--- src/rtl/lcd_pkg.sv ---
// Shared types and constants for the LCD power-up sequencer.
package lcd_pkg;

  typedef enum logic [2:0] {
    ST_IDLE     = 3'd0,
    ST_PWR_WAIT = 3'd1,
    ST_FETCH    = 3'd2,
    ST_SEND     = 3'd3,
    ST_GAP      = 3'd4,
    ST_LWAIT    = 3'd5,
    ST_DONE     = 3'd6
  } lcd_state_e;

  localparam logic [7:0] LCD_DLY_MARKER = 8'hFF;
  localparam int         LCD_INST_NUM   = 14;
  localparam int         LCD_ADDR_W     = 4;

  // Address of the final ROM entry executed for an n-entry program.
  function automatic logic [LCD_ADDR_W-1:0] lcd_last_addr(input int n);
    return LCD_ADDR_W'(n - 1);
  endfunction

endpackage

--- src/rtl/lcd_dly_cnt.sv ---
// Loadable down-counter that saturates at zero; shared by every wait state.
module lcd_dly_cnt #(
  parameter int DLY_W = 24
) (
  input  logic             clk,
  input  logic             rst,
  input  logic             load_i,
  input  logic [DLY_W-1:0] load_val_i,
  output logic             zero_o
);

  logic [DLY_W-1:0] cnt_q, cnt_d;

  always_comb begin
    cnt_d = cnt_q;
    if (load_i)              cnt_d = load_val_i;
    else if (cnt_q != '0)    cnt_d = cnt_q - 1'b1;
  end

  always_ff @(posedge clk or posedge rst) begin
    if (rst) cnt_q <= '0;
    else     cnt_q <= cnt_d;
  end

  assign zero_o = (cnt_q == '0);

endmodule

--- src/rtl/lcd_init_seq.sv ---
// LCD power-up sequencer: walks the instruction ROM, streams bytes over
// valid/ready and inserts power-up, inter-command and sleep-out delays.
module lcd_init_seq
  import lcd_pkg::*;
#(
  parameter int N_INST     = LCD_INST_NUM,
  parameter int PWR_DELAY  = 120000,
  parameter int GAP_DELAY  = 16,
  parameter int LONG_DELAY = 600000,
  parameter int DLY_W      = 24,
  parameter bit AUTO_START = 1'b1
) (
  input  logic                  clk,
  input  logic                  rst,
  input  logic                  start,
  output logic [LCD_ADDR_W-1:0] rom_addr,
  input  logic [7:0]            rom_data,
  output logic                  cmd_valid,
  input  logic                  cmd_ready,
  output logic [7:0]            cmd_byte,
  output logic                  busy,
  output logic                  init_done
);

  localparam logic [LCD_ADDR_W-1:0] LAST_ADDR = lcd_last_addr(N_INST);
  localparam logic [DLY_W-1:0]      PWR_LD    = DLY_W'(PWR_DELAY - 1);
  localparam logic [DLY_W-1:0]      GAP_LD    = DLY_W'(GAP_DELAY - 1);
  localparam logic [DLY_W-1:0]      LONG_LD   = DLY_W'(LONG_DELAY - 1);

  lcd_state_e            state_q;
  logic [LCD_ADDR_W-1:0] addr_q;
  logic [7:0]            byte_q;
  logic                  valid_q, busy_q, done_q;

  logic                  launch, is_marker, hs;
  logic                  cnt_load, cnt_zero;
  logic [DLY_W-1:0]      cnt_val;

  // IDLE is only ever entered from reset, so its first cycle is the
  // first post-reset cycle that auto-start keys on.
  assign launch    = ((state_q == ST_IDLE) && (start || AUTO_START)) ||
                     ((state_q == ST_DONE) && start);
  assign is_marker = (rom_data == LCD_DLY_MARKER);
  assign hs        = valid_q && cmd_ready;

  always_comb begin
    cnt_load = 1'b0;
    cnt_val  = '0;
    if (launch) begin
      cnt_load = 1'b1;
      cnt_val  = PWR_LD;
    end else if ((state_q == ST_FETCH) && is_marker) begin
      cnt_load = 1'b1;
      cnt_val  = LONG_LD;
    end else if ((state_q == ST_SEND) && hs) begin
      cnt_load = 1'b1;
      cnt_val  = GAP_LD;
    end
  end

  lcd_dly_cnt #(.DLY_W(DLY_W)) u_dly (
    .clk        (clk),
    .rst        (rst),
    .load_i     (cnt_load),
    .load_val_i (cnt_val),
    .zero_o     (cnt_zero)
  );

  always_ff @(posedge clk or posedge rst) begin
    if (rst) begin
      state_q <= ST_IDLE;
      addr_q  <= '0;
      byte_q  <= '0;
      valid_q <= 1'b0;
      busy_q  <= 1'b0;
      done_q  <= 1'b0;
    end else begin
      case (state_q)
        ST_IDLE, ST_DONE: begin
          if (launch) begin
            state_q <= ST_PWR_WAIT;
            addr_q  <= '0;
            busy_q  <= 1'b1;
            done_q  <= 1'b0;
          end
        end
        ST_PWR_WAIT: begin
          if (cnt_zero) state_q <= ST_FETCH;
        end
        ST_FETCH: begin
          // The marker byte is never transmitted; it only buys a long wait.
          if (is_marker) begin
            state_q <= ST_LWAIT;
          end else begin
            byte_q  <= rom_data;
            valid_q <= 1'b1;
            state_q <= ST_SEND;
          end
        end
        ST_SEND: begin
          if (hs) begin
            valid_q <= 1'b0;
            state_q <= ST_GAP;
          end
        end
        ST_GAP, ST_LWAIT: begin
          if (cnt_zero) begin
            if (addr_q == LAST_ADDR) begin
              state_q <= ST_DONE;
              busy_q  <= 1'b0;
              done_q  <= 1'b1;
            end else begin
              addr_q  <= addr_q + 1'b1;
              state_q <= ST_FETCH;
            end
          end
        end
        default: state_q <= ST_IDLE;
      endcase
    end
  end

  assign rom_addr  = addr_q;
  assign cmd_byte  = byte_q;
  assign cmd_valid = valid_q;
  assign busy      = busy_q;
  assign init_done = done_q;

endmodule

--- config.mk ---
export PLATFORM = sky130hd
export DESIGN_NAME = lcd_init_seq
export DESIGN_NICKNAME = d
export VERILOG_FILES = /design/src/rtl/lcd_pkg.sv /design/src/rtl/lcd_dly_cnt.sv /design/src/rtl/lcd_init_seq.sv
export SDC_FILE = /design/constraint.sdc
export NUM_CORES = 1
export LEC_CHECK = 0
export BUFFER_PORTS_ARGS = -buffer_cell sky130_fd_sc_hd__buf_2
export CELL_PAD_IN_SITES_DETAIL_PLACEMENT = 1
export CELL_PAD_IN_SITES_GLOBAL_PLACEMENT = 1
export CORE_MARGIN = 4
export CORE_UTILIZATION = 41
export DETAILED_ROUTE_END_ITERATION = 10
export PLACE_DENSITY = 0.8
export RECOVER_POWER = 50
export SLEW_MARGIN = 40
export SYNTH_ARGS = -nofsm -noshare
export SYNTH_HDL_FRONTEND = slang
export SYNTH_HIERARCHICAL = 1
export SYNTH_SLANG_ARGS = --single-unit
--- constraint.sdc ---
create_clock -name clk -period 2.7 [get_ports clk]
set_clock_uncertainty 0.2 [all_clocks]
set_input_delay 0.135 -clock clk [delete_from_list [all_inputs] [get_ports clk]]
set_output_delay 0.135 -clock clk [all_outputs]
set_load 0.01 [all_outputs]
---- After elaboration in Yosys (flattened, before gate mapping) ----
Index checks and enable logic that the tools add are counted.
word-level totals
  logic and storage cells ................. 73
  register bits after elaboration ......... 42
  input port bits ......................... 12
operators by class
  bitwise logic cells ..................... 1
  equality and inequality tests ........... 15
  muxes and demuxes ....................... 30
  reductions and logical operators ........ 18
  add/subtract/negate cells ............... 2
operator list
  kind                                                 count
  two-way mux 24 bit                                   2
  two-way mux 20 bit                                   2
  zero test 24 bit                                     1
  nonzero test 24 bit                                  1
  subtractor 24 x 1 -> 24 bit (second input constant)  1
  two-way mux 3 bit                                    6
  two-way mux 4 bit                                    4
  case mux 3 bit (5 select lines)                      1
  != test 2 bit (second input constant)                7
  AND reduction 4 bit                                  3
  two-way mux 1 bit                                    11
  == test 3 bit (second input constant)                3
  == test 8 bit (second input constant)                1
  case mux 4 bit (2 select lines)                      1
  == test 3 x 2 -> 1 bit (second input constant)       2
  case mux 1 bit (2 select lines)                      3
  nonzero test 2 bit                                   3
  adder 4 x 1 -> 4 bit (second input constant)         1
  == test 4 bit (second input constant)                1
  logical AND 1 bit                                    4
  OR reduction 2 bit                                   2
  == test 3 x 1 -> 1 bit (second input constant)       1
  zero test 3 bit                                      1
  AND reduction 3 bit                                  1
  3 further kinds                                      3

---- Logic depth before layout (Yosys ltp) ----
Gate-level depths: netlist of the first run.
  depth after elaboration ................. 6
  mapped depth ............................ 11
  gate-level depth less buffers ........... 11

---- By module ----
Netlist of the first run, hierarchy kept.
modules (own cells, without submodules)
  module        area each (sq um)  cells an instance  times used
  lcd_dly_cnt   1581.5             178                1
  lcd_init_seq  1013.5             97                 1

---- Least setup slack after synthesis of the first run ----
Ideal clock, no wire load.
  kind .................................... register to register
  start ................................... register u_dly.cnt_q[0]
  end ..................................... register u_dly.cnt_q[4]
  data arrival time ....................... 2.376 ns
  library setup time ...................... 0.110 ns
  buffers on the path ..................... 0
  path slack .............................. 0.014 ns
  required time ........................... 2.390 ns
  stages on the path, launching flop included .. 11
  period minus slack after synthesis ...... 2.686 ns
  path through ............................ dfrtp_1 -> inv_1 -> ha_1 -> nor4b_1 -> nand4_1 -> nor2_1 -> a211oi_2 -> or2_2 -> o21bai_1 -> a21oi_1 -> o41ai_1
on the way
  longest elaborated chain between the ends .. 3
  elaborated cells on any way between the ends .. 5
ends and longest elaborated chain
  element                      line               text
  from (decl)                  lcd_dly_cnt.sv:12  logic [DLY_W-1:0] cnt_q, cnt_d;
  from (signal assigned)       lcd_dly_cnt.sv:22  else cnt_q <= cnt_d;
  subtractor 24 x 1 -> 24 bit  lcd_dly_cnt.sv:17  else if (cnt_q != '0) cnt_d = cnt_q - 1'b1;
  two-way mux 24 bit           lcd_dly_cnt.sv:17
  two-way mux 24 bit           lcd_dly_cnt.sv:16  if (load_i) cnt_d = load_val_i;
Several ways; a longest one is shown, not always the timed one. The select of a mux whose other input is x is not followed.
A chain may end at the register's enable or synchronous reset.

---- Worst setup path in the final report of the first run ----
  start ................................... register u_dly.cnt_q[21]
  end ..................................... register u_dly.cnt_q[14]
on the way
  longest elaborated chain between the ends .. 2
ends and longest elaborated chain
  element                              line
  nonzero test 24 bit                  lcd_dly_cnt.sv:17
  nonzero test 2 bit (no source line)  -
Every way passes these cells.

==> flow_summary_export.csv, run 1 <==
group,metric,value,unit
drt,detail-route-antenna-nets,0,
sta,fin_crit_sh,0.932,
worst_setup_path,timing.critical_path.required,2.67,ns
floorplanning,fp-row-count,28,
drt,drc_errors,0,
cts,cts_root_buf,"sky130_fd_sc_hd__clkbuf_8",
cts,tritoncts,"done",
logic_synthesis,syn-instance-count,275,
cts,clock_latency_at_the_later_pin_of_the_worst_skew_pair,0.30,ns
logic_synthesis,mapped_avg_cell_area,9.44,um^2
floorplanning,die_area,7670,um^2
logic_synthesis,yosysUniqueCellTypes,64,
grt,globalRouteOverflowTotal,0,
cts,clk_path_buf_depth,2,
finish,nets,349,
finish,final_area,3150,um^2
sta,timing_worst_slew_pin_value,0.980,ns
finish,final_core_util,0.523,
grt,vias_in_the_first_global_route,2601,
worst_setup_path,rrSetupSlack,0.18,ns
flow_run,max_cap_viol,0,
drt,first_iter_violations,107,
logic_synthesis,synth_async_sr_flop_share,1.00,
power,p_total,3.29,mW
drt,via_per_inst,5.94,
sta,timing.max_slew.rel_slack,0.346,
floorplanning,dieWidth,87.6,um
grt,antenna_found_initial,0,
worst_setup_path,critical_path.startpoint_type,"flip-flop",
finish,layout_cell_share_with_drive_strength_beyond_1,0.213,
sta,finalCriticalPeriod,2.52,ns
cts,post_cts.repair.setup_buffers,0,
cts,cts_inserted_buffers,5,
cts,clock-sinks,42,
worst_setup_path,critPathMaxFanout,5,
place,port_buffer_count,26,
place,place_congestion,0.843,
cts,cts.reportedPaths.clkPinSlew,0.09,ns
sta,report.final.hold_viol_count,0,
worst_setup_path,timing_worst_setup_path_type,"reg2reg",
finish,flow.area_growth_from_synthesis,21.5,%
floorplanning,floorplan.initialDensity,0.431,
drt,route.final.wire_length,7630,um
grt,grt_first_pass_wirelength,13000,um
cts,cts_htree_levels,2,
sta,slew_violations,0,
drt,drt-wirelength-per-cell,18.6,um
sta,report.final.setup_viol,0,
power,power_per_cell_area,1040,nW/um^2
worst_setup_path,critPathCaptureType,"flip-flop",
sta,rsz0062_at_grt,"false",
status,run_status,"finished clean",
sta,totalNegativeSetupSlack,0,ns
logic_synthesis,yosysSeqAreaShare,0.405,
logic_synthesis,synth-seq-cells,42,
place,dp_hpwl,5620,um
grt,grt_start_max_net_pins,38,
power,vdd_ir_max,0.510,mV
sta,max_clock_freq,0.397,GHz
place,postPlaceCellArea,2960,um^2
logic_synthesis,yosys_warnings,6,
logic_synthesis,synth-edff-count,0,
worst_setup_path,timing.critical_path.arrival,2.48,ns
drt,drt_first_pass_iters,4,
logic_synthesis,main_synth_ff_type,"sky130_fd_sc_hd__dfrtp_1",
grt,total_track_usage,0.216,
drt,vias,2428,
floorplanning,num_io_pins,27,
finish,n_antenna_cell,0,
hold_path,hp-class,"in2reg",
floorplanning,die_h,87.6,um
floorplanning,core,6030,um^2
logic_synthesis,syn_area,2590,um^2
power,static-leakage-power,1.28,nW
cells in the mapped netlist (2+ instances only):
cell                        n  share of area
sky130_fd_sc_hd__a21oi_1   11          0.021
sky130_fd_sc_hd__nand3_1    8          0.015
sky130_fd_sc_hd__a31oi_1   10          0.024
sky130_fd_sc_hd__ha_1       4          0.019
sky130_fd_sc_hd__xnor2_1    4          0.013
sky130_fd_sc_hd__a221oi_1   2         0.0068
sky130_fd_sc_hd__inv_1     16          0.023
sky130_fd_sc_hd__o31ai_1    8          0.023
sky130_fd_sc_hd__nor4_4     2          0.016
sky130_fd_sc_hd__nor3b_1    3         0.0087
sky130_fd_sc_hd__o21ai_1    2         0.0039
sky130_fd_sc_hd__and2_1     3         0.0072
sky130_fd_sc_hd__or3_1      2         0.0048
sky130_fd_sc_hd__mux2_2     6          0.026
sky130_fd_sc_hd__o22ai_1    3         0.0072
sky130_fd_sc_hd__o22a_1     4          0.013
sky130_fd_sc_hd__nand4_1    5          0.012
sky130_fd_sc_hd__nor3_2     2         0.0077
sky130_fd_sc_hd__nand2_1   13          0.019
sky130_fd_sc_hd__or4_1      5          0.014
sky130_fd_sc_hd__a311oi_1   2         0.0068
sky130_fd_sc_hd__nand2b_1   5          0.012
sky130_fd_sc_hd__o21ai_0   17          0.033
sky130_fd_sc_hd__buf_6      2         0.0087
sky130_fd_sc_hd__nor3_1    11          0.021
sky130_fd_sc_hd__o41ai_1    6          0.020
sky130_fd_sc_hd__a211oi_1   4          0.012
sky130_fd_sc_hd__nor2b_1    2         0.0048
sky130_fd_sc_hd__a211o_1    2         0.0068
sky130_fd_sc_hd__buf_2      2         0.0039
sky130_fd_sc_hd__clkbuf_1   9          0.013
sky130_fd_sc_hd__nor2_1    22          0.032
sky130_fd_sc_hd__dfrtp_1   42           0.41
sky130_fd_sc_hd__nor4_1     6          0.014
layout by cell type, fill, tap and decap left out, types with 3 or more instances in the layout:
cell type / instances
sky130_fd_sc_hd__nor2_2: 3
sky130_fd_sc_hd__nor3_1: 11
sky130_fd_sc_hd__a31oi_1: 10
sky130_fd_sc_hd__nand2_1: 13
sky130_fd_sc_hd__or4_1: 5
sky130_fd_sc_hd__dlygate4sd3_1: 9
sky130_fd_sc_hd__clkbuf_1: 17
sky130_fd_sc_hd__o41ai_1: 6
sky130_fd_sc_hd__clkbuf_8: 5
sky130_fd_sc_hd__nand2b_1: 5
sky130_fd_sc_hd__nand4_1: 5
sky130_fd_sc_hd__buf_4: 21
sky130_fd_sc_hd__mux2_2: 6
sky130_fd_sc_hd__nor3b_1: 3
sky130_fd_sc_hd__a211oi_1: 4
sky130_fd_sc_hd__inv_1: 16
sky130_fd_sc_hd__o22ai_1: 3
sky130_fd_sc_hd__a21oi_1: 11
sky130_fd_sc_hd__o21ai_0: 17
sky130_fd_sc_hd__xnor2_1: 4
sky130_fd_sc_hd__ha_1: 4
sky130_fd_sc_hd__dfrtp_1: 42
sky130_fd_sc_hd__and2_1: 3
sky130_fd_sc_hd__o31ai_1: 8
sky130_fd_sc_hd__nor4_1: 6
sky130_fd_sc_hd__conb_1: 8
sky130_fd_sc_hd__buf_2: 10
sky130_fd_sc_hd__nor2_1: 20
sky130_fd_sc_hd__o22a_1: 4
sky130_fd_sc_hd__nand3_1: 8
through the flow:
step | hold WS, ns | instances | setup WS (ns)
3_5_place_dp | 0.0297 | 392 | 0.00114
4_1_cts | 0.0314 | 409 | 0.108
5_1_grt | 0.0599 | 409 | 0.0319
2_1_floorplan | -0.126 | 282 | 0.0140
3_3_place_gp | 0.103 | 392 | 0.108
6_report | 0.0394 | 409 | 0.184
critical path, cell delays in order (launching register included):
cell and delay (ns):
sky130_fd_sc_hd__dfrtp_1 0.43, sky130_fd_sc_hd__nor3_1 0.40, sky130_fd_sc_hd__nand4_1 0.19, sky130_fd_sc_hd__nor2_2 0.20, sky130_fd_sc_hd__a211oi_2 0.13, sky130_fd_sc_hd__or2_2 0.36
sky130_fd_sc_hd__nor2_2 0.17, sky130_fd_sc_hd__and2_1 0.16, sky130_fd_sc_hd__a31oi_1 0.05, sky130_fd_sc_hd__o41ai_1 0.10
registers in the layout, summed over array words and instances, names as in the netlist:
register     flops
u_dly/cnt_q     24
cmd_byte         8
rom_addr         4
state_q          3
busy             1
cmd_valid        1
init_done        1
repair_timing:
action,4_1_cts,5_1_grt
setup endpoints to repair,2,2
hold buffers,9,0
cloned,0,0
resized for setup,2,2
hold endpoints to repair,50,0
final timing paths:
check / start / end / cells past startpoint
setup / recovery: u_dly/cnt_q[21] / u_dly/cnt_q[14] / 9
hold / removal: cmd_ready / cmd_valid / 3
setup reg to reg: u_dly/cnt_q[21] / u_dly/cnt_q[14] / 9
hold reg to reg: init_done / init_done / 1
max in group asynchronous: rst / u_dly/cnt_q[6] / 3
min in group asynchronous: rst / cmd_byte[3] / 3
layer usage:
layer | vias up | share of wire | routed length (um) | GRT usage
met5 | - | 0 | 0 | 0
met4 | 0 | 0.012 | 95 | 0.0544
met3 | 9 | 0.038 | 288 | 0.0423
met2 | 55 | 0.52 | 3990 | 0.388
met1 | 1219 | 0.43 | 3260 | 0.264
li1 | 1145 | - | - | -
final cells by class:
| class | count | area [um^2] |
|---|---|---|
| Fill cell | 729 | 2870 |
| Multi-Input combinational cell | 211 | 1460 |
| Sequential cell | 42 | 1050 |
| Timing Repair Buffer | 57 | 378 |
| Tap cell | 75 | 93.8 |
| Clock buffer | 6 | 72.6 |
| Inverter | 16 | 60.1 |
| Clock inverter | 2 | 37.5 |
cell families after synthesis:
group,synth area share
other,0.00145
XOR/XNOR,0.0169
AND/OR/NAND/NOR,0.263
buffers and inverters,0.0487
AO/OA/AOI/OAI,0.219
adder cells (fa/ha/maj),0.0193
flip-flops,0.405
multiplexers,0.0260
power by group:
group          total (mW)  internal [mW]  switching, mW  leakage, nW
clock               0.506          0.276          0.230       0.0514
sequential           1.19          0.882          0.306        0.511
combinational        1.59          0.702          0.892        0.723
Note: power is estimated with default switching activity, not from simulation.
==> run 2: changes to the inputs <==
Settings changed: CELL_PAD_IN_SITES_DETAIL_PLACEMENT 1 to 0, CORE_ASPECT_RATIO from default to 0.7.
==> flow_summary_export.csv, run 2 (same netlist as run 1, synthesis figures left out) <==
group,metric,value,unit
cts,post_cts.repair.setup_buffers,0,
cts,cts.reportedPaths.clkPinSlew,0.09,ns
finish,layout.cells.non_filler,411,
finish,layout_cell_share_with_drive_strength_beyond_1,0.220,
worst_setup_path,critPathMaxFanout,5,
power,pwr-share-clk,0.138,
worst_setup_path,timing.critical_path.arrival,2.51,ns
grt,total_track_usage,0.183,
drt,detail-route-antenna-nets,0,
floorplanning,num_io_pins,27,
worst_setup_path,path_delay_family,"simple AND/OR/NAND/NOR gates",
place,postPlaceCellArea,2970,um^2
cts,cts_inserted_buffers,5,
grt,vias_in_the_first_global_route,2132,
finish,most_common_library_cell_in_the_layout_ignoring_fill_and_taps,"sky130_fd_sc_hd__dfrtp_1",
finish,area_of_the_multi_input_gates,1470,um^2
finish,final-seq-area,1050,um^2
grt,grt_start_max_net_pins,25,
place,dp_cells,394,
worst_setup_path,critPathCaptureType,"flip-flop",
finish,mostFrequentLayoutCells,"sky130_fd_sc_hd__dfrtp_1 (42), sky130_fd_sc_hd__buf_4 (23), sky130_fd_sc_hd__nor2_1 (20), sky130_fd_sc_hd__o21ai_0 (17)",
drt,drt-wirelength-per-cell,15.9,um
finish,n_antenna_cell,0,
power,fraction_of_power_spent_switching_nets,0.432,
sta,timing_worst_slew_pin_value,1.00,ns
cts,cts_root_buf,"sky130_fd_sc_hd__clkbuf_8",
cts,tritoncts,"done",
drt,drt_first_pass_iters,4,
grt,grt_first_pass_wirelength,10900,um
power,power_frac_seq,0.375,
place,dp_hpwl,4790,um
worst_setup_path,critical_path.cell_chain,"inv_1 > ha_1 > nor4b_2 > buf_4 > nand4_1 > nor2_4 > a211oi_4 > or2_2 > nor2_2 > and2_1 > a31oi_1 > o41ai_1",
worst_setup_path,reg2reg_depth,12,
drt,route.final.wire_length,6550,um
worst_setup_path,timing.critical_path.depth,12,
drt,drc_errors,0,
sta,report.final.hold_viol_count,0,
finish,final_area,3160,um^2
hold_path,hp-class,"in2reg",
finish,nets,351,
worst_setup_path,critical_path.startpoint_type,"flip-flop",
sta,totalNegativeSetupSlack,0,ns
worst_setup_path,cpMaxStageDelayCell,"sky130_fd_sc_hd__dfrtp_1",
finish,fillers,548,
finish,flow.area_growth_from_synthesis,21.8,%
drt,via_per_inst,5.66,
worst_setup_path,timing_worst_setup_path_type,"reg2reg",
status,run_status,"finished clean",
flow_run,max_cap_viol,0,
power,power_per_cell_area,1000,nW/um^2
finish,top_register,"u_dly/cnt_q",
power,p_switching,1.37,mW
cts,clock_latency_at_the_later_pin_of_the_worst_skew_pair,0.30,ns
floorplanning,fp-row-count,23,
drt,first_iter_violations,147,
place,place_congestion,0.875,
sta,timing.max_slew.rel_slack,0.332,
power,vdd_ir_max,0.422,mV
floorplanning,die_h,74.6,um
power,combinationalPowerShare,0.487,
sta,slew_violations,0,
grt,antenna_found_initial,0,
cts,clk_path_buf_depth,2,
floorplanning,die_area,7690,um^2
floorplanning,floorplan.initialDensity,0.438,
worst_setup_path,timing.critical_path.required,2.69,ns
sta,max_clock_freq,0.397,GHz
hold_path,hold_depth,4,
floorplanning,core,5930,um^2
sta,finalCriticalPeriod,2.52,ns
power,p_int,1.80,mW
cts,clock-sinks,42,
place,port_buffer_count,26,
drt,vias,2328,
worst_setup_path,critical_path_buf_inv_count,2,
sta,report.final.setup_viol,0,
finish,max_ffs_per_register,24,
cts,cts_htree_levels,2,
sta,fin_crit_sh,0.933,
grt,globalRouteOverflowTotal,0,
worst_setup_path,cp_slowest_stage_delay,0.43,ns
power,static-leakage-power,1.30,nW
floorplanning,dieWidth,103,um
[run 2: timing repair]
action | CTS | global route
endpoints found under the setup margin | 1 | 8
hold buffers | 9 | 0
resized for setup | 1 | 5
endpoints found under the hold margin | 50 | 0
[run 2: area by class of cell]
type / instances / area share
clock buffers: 7 / 0.0273
flip-flops and latches: 42 / 0.332
multi-input cells: 211 / 0.465
clock inverters: 1 / 0.00158
inverters: 16 / 0.0190
repair buffers: 59 / 0.125
well taps: 75 / 0.0297
[run 2: worst paths after layout]
path | endpoint | start | slack, ns
setup / recovery | u_dly/cnt_q[14] | u_dly/cnt_q[1] | 0.18
hold / removal | state_q[2] | start | 0.02
setup reg to reg | u_dly/cnt_q[14] | u_dly/cnt_q[1] | 0.18
hold reg to reg | cmd_byte[0] | cmd_byte[0] | 0.29
max in group asynchronous | u_dly/cnt_q[8] | rst | 1.27
min in group asynchronous | state_q[2] | rst | 0.30
[run 2: worst reg2reg max path, stage by stage, from the launching register on]
cell and delay, ns:
sky130_fd_sc_hd__dfrtp_1 0.43, sky130_fd_sc_hd__inv_1 0.10, sky130_fd_sc_hd__ha_1 0.14, sky130_fd_sc_hd__nor4b_2 0.17
sky130_fd_sc_hd__buf_4 0.16, sky130_fd_sc_hd__nand4_1 0.15, sky130_fd_sc_hd__nor2_4 0.20, sky130_fd_sc_hd__a211oi_4 0.10
sky130_fd_sc_hd__or2_2 0.35, sky130_fd_sc_hd__nor2_2 0.17, sky130_fd_sc_hd__and2_1 0.14, sky130_fd_sc_hd__a31oi_1 0.04
sky130_fd_sc_hd__o41ai_1 0.07
[run 2: routing by layer]
layer  global-route usage  part of all wire  routed length [um]
met1                0.301              0.55                3630
met2                0.233              0.38                2500
met3               0.0347             0.052                 340
met4               0.0618             0.013                  85
met5                    0                 0                   0
[run 2: power groups by stage]
stage / Sequential, mW / Clock, mW / Combinational (mW)
3_5_place_dp: 1.19 / 0 / 1.52
6_report: 1.19 / 0.436 / 1.54
2_1_floorplan: 1.15 / 0 / 1.06
4_1_cts: 1.18 / 0.442 / 1.54
3_3_place_gp: 1.18 / 0 / 1.51
5_1_grt: 1.23 / 0.464 / 1.72
[run 2: stage by stage]
step                      utilization  hold WS [ns]  setup slack [ns]  total power [mW]
after floorplan                     -        -0.126            0.0140              2.21
after global placement          0.501        0.0964            0.0517              2.69
after detailed placement        0.501        0.0198            0.0214              2.70
after CTS                       0.533        0.0124            0.0544              3.16
after global routing            0.533        0.0491          -0.00488              3.41
final                           0.533        0.0192             0.180              3.17
==> run 3: changes to the inputs <==
Settings changed: HOLD_SLACK_MARGIN from default to 0.03.
==> flow_summary_export.csv, run 3 (same netlist as run 1, synthesis figures left out) <==
group,metric,value,unit
status,run_status,"finished clean",
sta,report.final.setup_viol,0,
grt,antenna_found_initial,0,
grt,grt_first_pass_wirelength,10900,um
power,vdd_ir_max,0.421,mV
drt,drt_first_pass_iters,4,
floorplanning,die_h,74.6,um
power,p_total,3.17,mW
sta,report.final.hold_viol_count,0,
finish,top_register,"u_dly/cnt_q",
grt,vias_in_the_first_global_route,2138,
cts,cts_htree_levels,2,
sta,fin_ws,0.194,ns
sta,slew_violations,0,
floorplanning,core,5930,um^2
worst_setup_path,critPathCaptureType,"flip-flop",
cts,tritoncts,"done",
sta,max_clock_freq,0.399,GHz
finish,flow.area_growth_from_synthesis,22.6,%
cts,clk_path_buf_depth,2,
worst_setup_path,timing_worst_setup_path_type,"reg2reg",
place,dp_hpwl,4790,um
sta,rsz0062_at_grt,"false",
cts,cts_inserted_buffers,5,
finish,final_area,3180,um^2
drt,vias,2336,
flow_run,max_cap_viol,0,
finish,n_antenna_cell,0,
drt,drt-wirelength-per-cell,15.8,um
drt,drc_errors,0,
drt,via_per_inst,5.66,
worst_setup_path,critPathMaxFanout,5,
worst_setup_path,path_delay_family,"simple AND/OR/NAND/NOR gates",
worst_setup_path,timing.critical_path.required,2.69,ns
finish,mostFrequentLayoutCells,"sky130_fd_sc_hd__dfrtp_1 (42), sky130_fd_sc_hd__buf_4 (23), sky130_fd_sc_hd__nor2_1 (20), sky130_fd_sc_hd__o21ai_0 (17)",
sta,fin_crit_sh,0.928,
finish,most_common_library_cell_in_the_layout_ignoring_fill_and_taps,"sky130_fd_sc_hd__dfrtp_1",
floorplanning,dieWidth,103,um
power,static-leakage-power,1.31,nW
cts,clock_latency_at_the_later_pin_of_the_worst_skew_pair,0.30,ns
place,place_congestion,0.875,
hold_path,hp-class,"reg2reg",
finish,nets,353,
place,port_buffer_count,26,
worst_setup_path,critical_path.startpoint_type,"flip-flop",
place,preCtsSetupSlack,0.0214,ns
drt,detail-route-antenna-nets,0,
floorplanning,floorplan.initialDensity,0.438,
place,postPlaceCellArea,2970,um^2
power,power_per_cell_area,997,nW/um^2
worst_setup_path,critical_path_buf_inv_count,2,
grt,grt_start_max_net_pins,25,
floorplanning,num_io_pins,27,
grt,globalRouteOverflowTotal,0,
sta,timing_worst_slew_pin_value,0.968,ns
worst_setup_path,critical_path.cell_chain,"inv_1 > ha_1 > nor4b_2 > buf_4 > nand4_1 > nor2_4 > a211oi_4 > or2_2 > nor2_2 > and2_1 > a31oi_1 > o41ai_1",
finish,max_ffs_per_register,24,
cts,post_cts.repair.setup_buffers,0,
floorplanning,die_area,7690,um^2
finish,layout_cell_share_with_drive_strength_beyond_1,0.219,
grt,total_track_usage,0.184,
floorplanning,fp-row-count,23,
cts,clock-sinks,42,
worst_setup_path,cp_slowest_stage_delay,0.43,ns
cts,cts.reportedPaths.clkPinSlew,0.08,ns
finish,fillers,546,
drt,route.final.wire_length,6530,um
worst_setup_path,cpMaxStageDelayCell,"sky130_fd_sc_hd__dfrtp_1",
drt,first_iter_violations,120,
cts,cts_root_buf,"sky130_fd_sc_hd__clkbuf_8",
sta,timing.max_slew.rel_slack,0.354,
sta,totalNegativeSetupSlack,0,ns
sta,finalCriticalPeriod,2.51,ns
worst_setup_path,timing.critical_path.arrival,2.50,ns
## run 3: layout make-up
type,count,area [um^2],area share
multi-input combinational,211,1470,0.462
sequential,42,1050,0.330
timing repair buffer,61,414,0.130
tap,75,93.8,0.0295
clock buffer,7,86.3,0.0271
inverter,16,60.1,0.0189
clock inverter,1,5.00,0.00157
## run 3: worst reg2reg max path, delay by kind of cell (launching register included)
kind	cells	cell delay, ns
DFF	1	0.43
AOI/OAI and AO/OA	3	0.20
and+or+nand+nor	6	1.18
adders and majority gates	1	0.14
buffers and inverters	2	0.26
## run 3: final timing paths
| path | cells after the start | end | slack (ns) | startpoint |
|---|---|---|---|---|
| hold reg to reg | 1 | cmd_byte[0] | 0.29 | cmd_byte[0] |
| setup reg to reg | 12 | u_dly/cnt_q[14] | 0.19 | u_dly/cnt_q[1] |
| hold / removal | 1 | cmd_byte[0] | 0.29 | cmd_byte[0] |
| min in group asynchronous | 3 | state_q[2] | 0.30 | rst |
| max in group asynchronous | 3 | u_dly/cnt_q[20] | 1.30 | rst |
| setup / recovery | 12 | u_dly/cnt_q[14] | 0.19 | u_dly/cnt_q[1] |
## run 3: per-layer routing
metal | global-route usage | part of all wire
met2 | 0.233 | 0.39
met4 | 0.0618 | 0.012
met5 | 0 | 0
met1 | 0.302 | 0.54
met3 | 0.0347 | 0.058
## run 3: repair_timing
item / 4_1_cts / 5_1_grt
hold endpoints to repair: 52 / 0
setup endpoints to repair: 1 / 8
hold buffers: 11 / 0
resized for setup: 1 / 5
## run 3: report_power, final
group	switching (mW)	total, mW	internal (mW)
clock	0.227	0.434	0.207
sequential	0.308	1.19	0.882
combinational	0.836	1.55	0.713
## run 3: per-stage QoR
| step | util | hold slack [ns] | instances |
|---|---|---|---|
| 2_1_floorplan | - | -0.126 | 282 |
| 3_3_place_gp | 0.501 | 0.0964 | 394 |
| 3_5_place_dp | 0.501 | 0.0198 | 394 |
| 4_1_cts | 0.536 | 0.243 | 413 |
| 5_1_grt | 0.537 | 0.316 | 413 |
| 6_report | 0.537 | 0.294 | 413 |
